[config.mk]
export PLATFORM = sky130hd
export DESIGN_NAME = regfile_wr_arbiter
export DESIGN_NICKNAME = d
export VERILOG_FILES = /design/src/rtl/regfile_wr_arbiter.sv
export SDC_FILE = /design/constraint.sdc
export NUM_CORES = 1
export LEC_CHECK = 0
export BUFFER_PORTS_ARGS = -buffer_cell sky130_fd_sc_hd__clkbuf_2
export CELL_PAD_IN_SITES_DETAIL_PLACEMENT = 1
export CELL_PAD_IN_SITES_GLOBAL_PLACEMENT = 2
export CORE_UTILIZATION = 25
export CTS_BUF_LIST = sky130_fd_sc_hd__clkbuf_16
export CTS_CLUSTER_SIZE = 8
export DETAILED_ROUTE_END_ITERATION = 10
export PLACE_DENSITY = 0.94
export SYNTH_ARGS = -nofsm -noshare
export SYNTH_HDL_FRONTEND = slang
export SYNTH_SLANG_ARGS = --single-unit
export TNS_END_PERCENT = 50
[constraint.sdc]
create_clock -name clk -period 6.5 [get_ports clk]
set_input_delay 0.65 -clock clk [delete_from_list [all_inputs] [get_ports clk]]
set_output_delay 0.65 -clock clk [all_outputs]
set_load 0.02 [all_outputs]
[src/rtl/regfile_wr_arbiter.sv]
// Round-robin arbiter sharing one register-file write port among NUM_REQ writeback sources.
// The winner's address/data are registered onto the port together with a one-cycle acknowledge.
module regfile_wr_arbiter #(
    parameter int NUM_REQ = 4,
    parameter int ADDR_W  = 5,
    parameter int DATA_W  = 32
) (
    input  logic                      clk,
    input  logic                      reset,
    input  logic [NUM_REQ-1:0]        req,
    input  logic [NUM_REQ*ADDR_W-1:0] req_addr,
    input  logic [NUM_REQ*DATA_W-1:0] req_data,
    input  logic                      wr_stall,
    output logic [NUM_REQ-1:0]        ack,
    output logic                      wr_en,
    output logic [ADDR_W-1:0]         wr_addr,
    output logic [DATA_W-1:0]         wr_data,
    output logic                      busy
);

    localparam int PTR_W = (NUM_REQ > 1) ? $clog2(NUM_REQ) : 1;

    logic [NUM_REQ-1:0] ack_q, ack_d;
    logic [ADDR_W-1:0]  wrAddr_q, wrAddr_d;
    logic [DATA_W-1:0]  wrData_q, wrData_d;
    logic [PTR_W-1:0]   rrPtr_q, rrPtr_d;

    logic [NUM_REQ-1:0] elig;
    logic               grantValid;
    logic [PTR_W-1:0]   winner;

    // The requester currently being acked still shows its old request, so it sits out this cycle.
    assign elig = req & ~ack_q;
    assign busy = |elig;

    // Two downward scans: the second (indices at or above the pointer) overrides the first,
    // so the lowest index at/after rrPtr_q wins, falling back to the lowest wrapped index.
    always_comb begin
        grantValid = 1'b0;
        winner     = '0;
        for (int i = NUM_REQ - 1; i >= 0; i--) begin
            if (elig[i] && (PTR_W'(i) < rrPtr_q)) begin
                grantValid = 1'b1;
                winner     = PTR_W'(i);
            end
        end
        for (int i = NUM_REQ - 1; i >= 0; i--) begin
            if (elig[i] && (PTR_W'(i) >= rrPtr_q)) begin
                grantValid = 1'b1;
                winner     = PTR_W'(i);
            end
        end
    end

    always_comb begin
        ack_d    = '0;
        wrAddr_d = wrAddr_q;
        wrData_d = wrData_q;
        rrPtr_d  = rrPtr_q;
        if (!wr_stall && grantValid) begin
            ack_d   = NUM_REQ'(1) << winner;
            rrPtr_d = (winner == PTR_W'(NUM_REQ - 1)) ? '0 : winner + 1'b1;
            for (int i = 0; i < NUM_REQ; i++) begin
                if (PTR_W'(i) == winner) begin
                    wrAddr_d = req_addr[i*ADDR_W +: ADDR_W];
                    wrData_d = req_data[i*DATA_W +: DATA_W];
                end
            end
        end
    end

    always_ff @(posedge clk or negedge reset) begin
        if (!reset) begin
            ack_q    <= '0;
            wrAddr_q <= '0;
            wrData_q <= '0;
            rrPtr_q  <= '0;
        end else begin
            ack_q    <= ack_d;
            wrAddr_q <= wrAddr_d;
            wrData_q <= wrData_d;
            rrPtr_q  <= rrPtr_d;
        end
    end

    // Write enable is derived from the one-hot ack so the two can never disagree.
    assign ack     = ack_q;
    assign wr_en   = |ack_q;
    assign wr_addr = wrAddr_q;
    assign wr_data = wrData_q;

endmodule

==> summary.txt, run 1 <==
Status
  – Status: complete, no violations

Floorplanning
  – Die Span Y: 109 um
  – Top-level port count: just under 200
  – Core outline area: 11000 um^2
  – Cell Rows: 38
  – Die ar.: 11900 um^2
  – Die W: 109 um
  – Initial Utilization: 0.261

Layout
  – Layout area overhead: 42.1%
  – Inserted Diodes: 0
  – Final Util: 0.370
  – Share of cells above drive strength 1: 0.603
  – Most frequent cells in the layout: clkbuf_2 (197), dfrtp_1 (43), a21oi_1 (37), mux2i_1 (37), o22ai_1 (36)
  – Fin nets: 596
  – Commonest non-fill, non-tap cell in the layout: clkbuf_2
  – Final instance area: 4070 um^2
  – Non-filler cells, final: 578

Timing
  – Hold Worst Slack: 0.509 ns
  – Final Cycle Share: 0.556
  – Slew headroom: 0.290
  – Max Clk Rate: 277 MHz
  – Final min period: 3.61 ns
  – Final Skew: 0.00500 ns
  – Worst-margin pin slew: 1.06 ns
  – Hold Violations, Final: 0
  – Final setup TNS: 0 ns
  – # setup viols final: 0
  – Final worst slack: 2.89 ns
  – Unrepaired setup endpoints after global routing: false
  – Final Max Slew Viols: 0

Logic synthesis
  – Ys Warns: 0
  – Largest family of logic cells by synthesized area: multiplexers
  – Xor and xnor area share after synthesis: 0
  – Synth Area per Inst: 11.5 um^2
  – Seq/Total Area, Yosys: 0.376
  – Cell types occupying the most area after synthesis: dfrtp_1 (38%), mux2_4 (16%), mux2i_1 (13%), o22ai_1 (7.9%), a21oi_1 (6.5%)
  – Count of cell types in the netlist: 37
  – Yosys top cell area share: 0.376
  – Mux cell area share after synthesis: 0.322
  – Yosys reg bits: between 40 and 50
  – Adder-cell share of the synthesized area: 0.0175
  – Compound-cell area share of the yosys netlist: 0.177
  – Mapped Cells: 248
  – Syn_nets: 407
  – Synth Area in Simple Gates: 0.0573
  – Biggest area consumer among synthesized cells: dfrtp_1
  – Post-synthesis cell area: 2860 um^2

Clocking
  – # hold bufs at CTS: 0
  – CTS tree: built
  – Worst-skew pair later-pin latency: around 0.28 ns
  – Post-CTS sizing: 0
  – CTS buffer count: 5
  – Root buffer cell: clkbuf_16
  – CTS max path bufs: 2
  – CTS Sinks: 43
  – Worst-path clk slew: 0.06 ns
  – H-tree lvl count: 2
  – Post-CTS Setup Inserts: 0

Power
  – PwrDens: 512 nW/um^2
  – Leak Pwr: roughly 2.0 nW
  – Power share of the combinational group: 0.651
  – Seq pwr share: 0.236
  – Max VDD drop: 224 uV
  – Clock power frac: 0.114
  – Int Power: around 1.2 mW
  – NetSw: roughly 900 uW
  – Switching share of power: 0.431
  – Final Power: approximately 2.1 mW

Placement
  – Post-Place Cells: 570
  – HPWL Detailed: 6920 um
  – Routability Congestion: between 0.7 and 0.8
  – Port bufs: approximately 200
  – Post-placement worst setup slack: 2.56 ns
  – Dpl cell area: 3930 um^2

Critical path
  – FF-to-FF Start: ack[1]
  – CP bufs+invs: 2
  – Crit path launch: req[0]
  – Critical path startpoint category: primary input
  – Crit. End Element: register
  – Kind of cell adding the most delay to the critical path: simple AND/OR/NAND/NOR gates
  – Crit path kind: primary input to register
  – R2R Setup Slk: 2.98 ns
  – Slowest CP cell: nor2_4
  – Largest stage delay on the critical path: between 0.7 and 0.8 ns
  – CP Data Arrival Time: around 3.8 ns
  – Crit path cell chain: clkbuf_2 > nor2b_1 > a221oi_1 > a21oi_1 > or2_2 > ha_1 > nor2_4 > a21boi_4 > buf_4 > mux2_4
  – Critical path fanouts, max: 37
  – Critical Path RT: 6.66 ns

Drt
  – First-pass detailed-route iteration total: 4
  – Final wirelength: 8750 um
  – DRC: 0
  – DR vias: 2757
  – Detailed router's first-iteration violation count: 57
  – Final ANT Viol Nets: 0
  – Avg Vias per Cell: 4.77
  – DR WL/cell: 15.1 um

Hold path
  – Worst Hold Class: register to register
  – HP Start: wr_data[4]

GRT
  – GR Overflow Total: 0
  – Gr usage total: 0.148
  – Vias in the first global route: 2942
  – First-pass GRT wire length: 13800 um
  – Largest net degree at the start of global routing: 44
  – Initial antenna violation count: 0

Run
  – Max-Cap Viols: 0
## cell families (layout without fill, tap and decap cells)
| logic type | count (synthesis) | after routing |
|---|---|---|
| multiplexers | 76 | 76 |
| buffers and inverters | 20 | 210 |
| adder cells (fa/ha/maj) | 4 | 4 |
| AO/OA/AOI/OAI | 82 | 82 |
| flip-flops | 43 | 43 |
| AND/OR/NAND/NOR | 23 | 23 |
## metal layers
| layer | wire (um) | vias up | global-route usage | share of wire |
|---|---|---|---|---|
| met5 | 0 | - | 0 | 0 |
| met4 | 73 | 0 | 0.0376 | 0.0083 |
| met3 | 586 | 4 | 0.0359 | 0.067 |
| met2 | 4620 | 120 | 0.278 | 0.53 |
| met1 | 3470 | 1312 | 0.165 | 0.40 |
| li1 | - | 1321 | - | - |
## worst paths after layout
| path | to | cells after the start |
|---|---|---|
| setup / recovery | wr_data[20] | 10 |
| hold / removal | wr_data[4] | 1 |
| hold reg to reg | wr_data[4] | 1 |
| max in group asynchronous | rrPtr_q[0] | 1 |
| min in group asynchronous | wr_data[23] | 1 |
| setup reg to reg | wr_data[20] | 9 |
## cell usage after synthesis (all sizes together)
| cell | count |
|---|---|
| a21oi | 37 |
| o21ai | 1 |
| mux2 | 39 |
| dfrtp | 43 |
| a311o | 1 |
| or4 | 1 |
| nand2b | 5 |
| buf | 12 |
| a22oi | 1 |
| o22ai | 36 |
| nand2 | 3 |
| clkbuf | 6 |
| nand3 | 1 |
| nor2b | 1 |
| or2 | 1 |
| a41oi | 1 |
| inv | 2 |
| a21boi | 2 |
| mux2i | 37 |
| and2b | 1 |
| a221oi | 1 |
| nor2 | 4 |
| and2 | 6 |
| a311oi | 1 |
| ha | 4 |
| o32a | 1 |
## flip-flops by register name, indices dropped and copies added, names as in the netlist
name and flops:
ack 4, wr_addr 5, rrPtr_q 2, wr_data 32
## final cells by class
class,count,area (um^2)
Multi-Input combinational cell,185,1660
Tap cell,140,175
Timing Repair Buffer,200,1010
Fill cell,1321,6920
Clock inverter,3,16.3
Clock buffer,5,125
Inverter,2,7.51
Sequential cell,43,1080
## power groups by stage
stage | clock, mW | combinational, mW | sequential, mW
floorplan | 0 | 0.899 | 0.635
global placement | 0 | 1.34 | 0.489
detailed placement | 0 | 1.38 | 0.493
CTS | 0.247 | 1.38 | 0.494
global route | 0.261 | 1.47 | 0.512
finish | 0.237 | 1.36 | 0.491
Note: power is estimated with default switching activity, not from simulation.
==> inputs of run 2 (changes only) <==
--- a/config.mk
+++ b/config.mk
@@ -8,11 +8,11 @@
 export BUFFER_PORTS_ARGS = -buffer_cell sky130_fd_sc_hd__clkbuf_2
 export CELL_PAD_IN_SITES_DETAIL_PLACEMENT = 1
 export CELL_PAD_IN_SITES_GLOBAL_PLACEMENT = 2
-export CORE_UTILIZATION = 25
+export CORE_UTILIZATION = 21
 export CTS_BUF_LIST = sky130_fd_sc_hd__clkbuf_16
 export CTS_CLUSTER_SIZE = 8
 export DETAILED_ROUTE_END_ITERATION = 10
-export PLACE_DENSITY = 0.94
+export PLACE_DENSITY = 0.85
 export SYNTH_ARGS = -nofsm -noshare
 export SYNTH_HDL_FRONTEND = slang
 export SYNTH_SLANG_ARGS = --single-unit
==> constraint.sdc (replaced) <==
create_clock -name clk -period 3.3 [get_ports clk]
set_input_delay 0.33 -clock clk [delete_from_list [all_inputs] [get_ports clk]]
set_output_delay 0.33 -clock clk [all_outputs]
set_load 0.02 [all_outputs]
==> run 2 against run 1 <==
  * Clock skew barely moved
  * Final area rose by 2.0%
  * Critical path type is now register to register
  * Total power rose by 99%
  * Critical path depth fell by 1
  * Non-clock buffer count rose by 5
  * Global-route usage fell by 1.8 points
  * Core utilization fell by 5.7 points
  * First-iteration DRC count rose by 18%
==> summary.txt, run 2 (synthesis results as in run 1) <==
Status
  – Status: complete, no violations (unchanged)

Timing
  – Unrepaired setup endpoints after global routing: false (unchanged)
  – Slew headroom: 0.549 (was 0.290)
  – Final min period: about 2.9 ns
  – Worst-margin pin slew: 0.675 ns (was 1.06 ns)
  – Final Cycle Share: 0.869
  – Hold Violations, Final: 0 (unchanged)
  – Max Clk Rate: 349 MHz
  – Final Max Slew Viols: 0 (unchanged)
  – Final setup TNS: 0 ns (unchanged)
  – Final Skew: 0.00515 ns (was 0.00500 ns)
  – # setup viols final: 0 (unchanged)

Critical path
  – Critical path startpoint category: register (was primary input)
  – CP Data Arrival Time: 3.09 ns (was 3.77 ns)
  – Critical Path RT: 3.53 ns (was 6.66 ns)
  – Crit path kind: register to register (was primary input to register)
  – Critical path fanouts, max: 19 (was 37)
  – Crit. End Element: register (unchanged)

Floorplanning
  – Core outline area: 13200 um^2 (was 11000 um^2)
  – Die Span Y: 119 um (was 109 um)
  – Top-level port count: 198 (unchanged)
  – Initial Utilization: 0.216 (was 0.261)
  – Cell Rows: 42 (was 38)
  – Die ar.: 14100 um^2 (was 11900 um^2)
  – Die W: 119 um (was 109 um)

Drt
  – DRC: 0 (unchanged)
  – First-pass detailed-route iteration total: 3 (was 4)
  – Detailed router's first-iteration violation count: 67 (was 57)
  – Final ANT Viol Nets: 0 (unchanged)
  – DR vias: 2766 (was 2757)
  – Final wirelength: 8980 um (was 8750 um)
  – DR WL/cell: 14.5 um (was 15.1 um)
  – Avg Vias per Cell: 4.47 (was 4.77)

GRT
  – GR Overflow Total: 0 (unchanged)
  – Vias in the first global route: 3003 (was 2942)
  – Largest net degree at the start of global routing: 44 (unchanged)
  – Initial antenna violation count: 0 (unchanged)
  – Gr usage total: 0.130 (was 0.148)
  – First-pass GRT wire length: 14800 um (was 13800 um)

Clocking
  – Worst-skew pair later-pin latency: 0.28 ns (about the same)
  – CTS tree: built (unchanged)
  – Post-CTS Setup Inserts: 0 (unchanged)
  – CTS max path bufs: 2 (unchanged)
  – Root buffer cell: clkbuf_16 (unchanged)
  – CTS Sinks: 43 (unchanged)
  – # hold bufs at CTS: 0 (unchanged)
  – Worst-path clk slew: 0.06 ns (about the same)
  – H-tree lvl count: 2 (unchanged)
  – CTS buffer count: 5 (unchanged)
  – Post-CTS sizing: 0 (unchanged)

Placement
  – HPWL Detailed: 7150 um (was 6920 um)
  – Routability Congestion: 0.754 (was 0.759)
  – Port bufs: 197 (unchanged)

Power
  – PwrDens: 1000 nW/um^2 (was 512 nW/um^2)
  – Leak Pwr: 2.06 nW (was 2.04 nW)
  – Max VDD drop: 316 uV (was 224 uV)
  – Final Power: 4.15 mW (was 2.08 mW)

Layout
  – Max FFs per register: 32 (unchanged)
  – Share of cells above drive strength 1: 0.605 (was 0.603)
  – Inserted Diodes: 0 (unchanged)
  – Fin nets: 601 (was 596)
  – Commonest non-fill, non-tap cell in the layout: clkbuf_2 (unchanged)
  – Layout area overhead: 44.9% (was 42.1%)
  – Most frequent cells in the layout: clkbuf_2 (197), dfrtp_1 (43), a21oi_1 (37), mux2i_1 (37), o22ai_1 (36) (unchanged)

Hold path
  – Worst Hold Class: primary input to asynchronous set/reset pin (was register to register)

Run
  – Max-Cap Viols: 0 (unchanged)
==> run 2: changes by cell type in the layout (fill, tap and decap cells not counted) <==
cell        previous run  this run
nand2b_1               1         0
clkinv_2               1         0
nand2b_2               1         2
buf_4                  3         8
clkinvlp_4             1         0
clkinv_1               0         2
==> run 2: critical path, stage by stage (launching register included) <==
cell	delay [ns]
dfrtp_1	0.39
nand2b_2	0.24
and2_2	0.21
a311oi_1	0.38
ha_1	0.36
nand2b_2	0.43
buf_4	0.33
o22ai_1	0.12
a21oi_1	0.17
mux2_2	0.16
==> run 2: worst paths after layout <==
| path | slack (ns) | depth (start not counted) | end | start |
|---|---|---|---|---|
| worst max register to register | 0.43 | 9 | wr_addr[2] | ack[3] |
| max in group asynchronous | 2.78 | 2 | wr_addr[0] | reset |
| worst max-delay path | 0.43 | 9 | wr_addr[2] | ack[3] |
| worst min register to register | 0.51 | 1 | wr_addr[1] | wr_addr[1] |
| worst min-delay path | 0.13 | 2 | wr_data[19] | reset |
| min in group clk | 0.37 | 2 | rrPtr_q[0] | wr_stall |
==> run 2: layout make-up <==
class | count | area (um^2)
flip-flops and latches | 43 | 1080
well taps | 176 | 220
inverters | 2 | 7.51
multi-input cells | 185 | 1660
fillers | 1597 | 9090
repair buffers | 205 | 1050
clock buffers | 5 | 125
clock inverters | 3 | 11.3
==> run 2: power by group <==
part           total [mW]  internal, mW  leakage, nW  switching, mW
Combinational        2.72          1.30         1.49           1.43
Clock               0.467         0.272       0.0701          0.195
Sequential          0.962         0.803        0.498          0.160
==> run 2: metrics by stage <==
step / setup WS (ns) / instance area, um^2 / std cells / utilization / hold slack, ns
detailed placement: 0.358 / 4010 / 611 / 0.303 / 0.464
finish: 0.432 / 4150 / 619 / 0.313 / 0.128
global placement: 0.520 / 4010 / 611 / 0.303 / 0.448
global route: 0.218 / 4150 / 619 / 0.313 / 0.186
CTS: 0.398 / 4150 / 619 / 0.313 / 0.154
floorplan: 0.673 / 2860 / 248 / - / 0.0344
==> run 2: per-layer routing <==
layer	track usage	part of all wire	vias up
li1	-	-	1338
met1	0.150	0.40	1318
met2	0.239	0.52	105
met3	0.0338	0.064	5
met4	0.0285	0.0084	0
met5	0	0	-
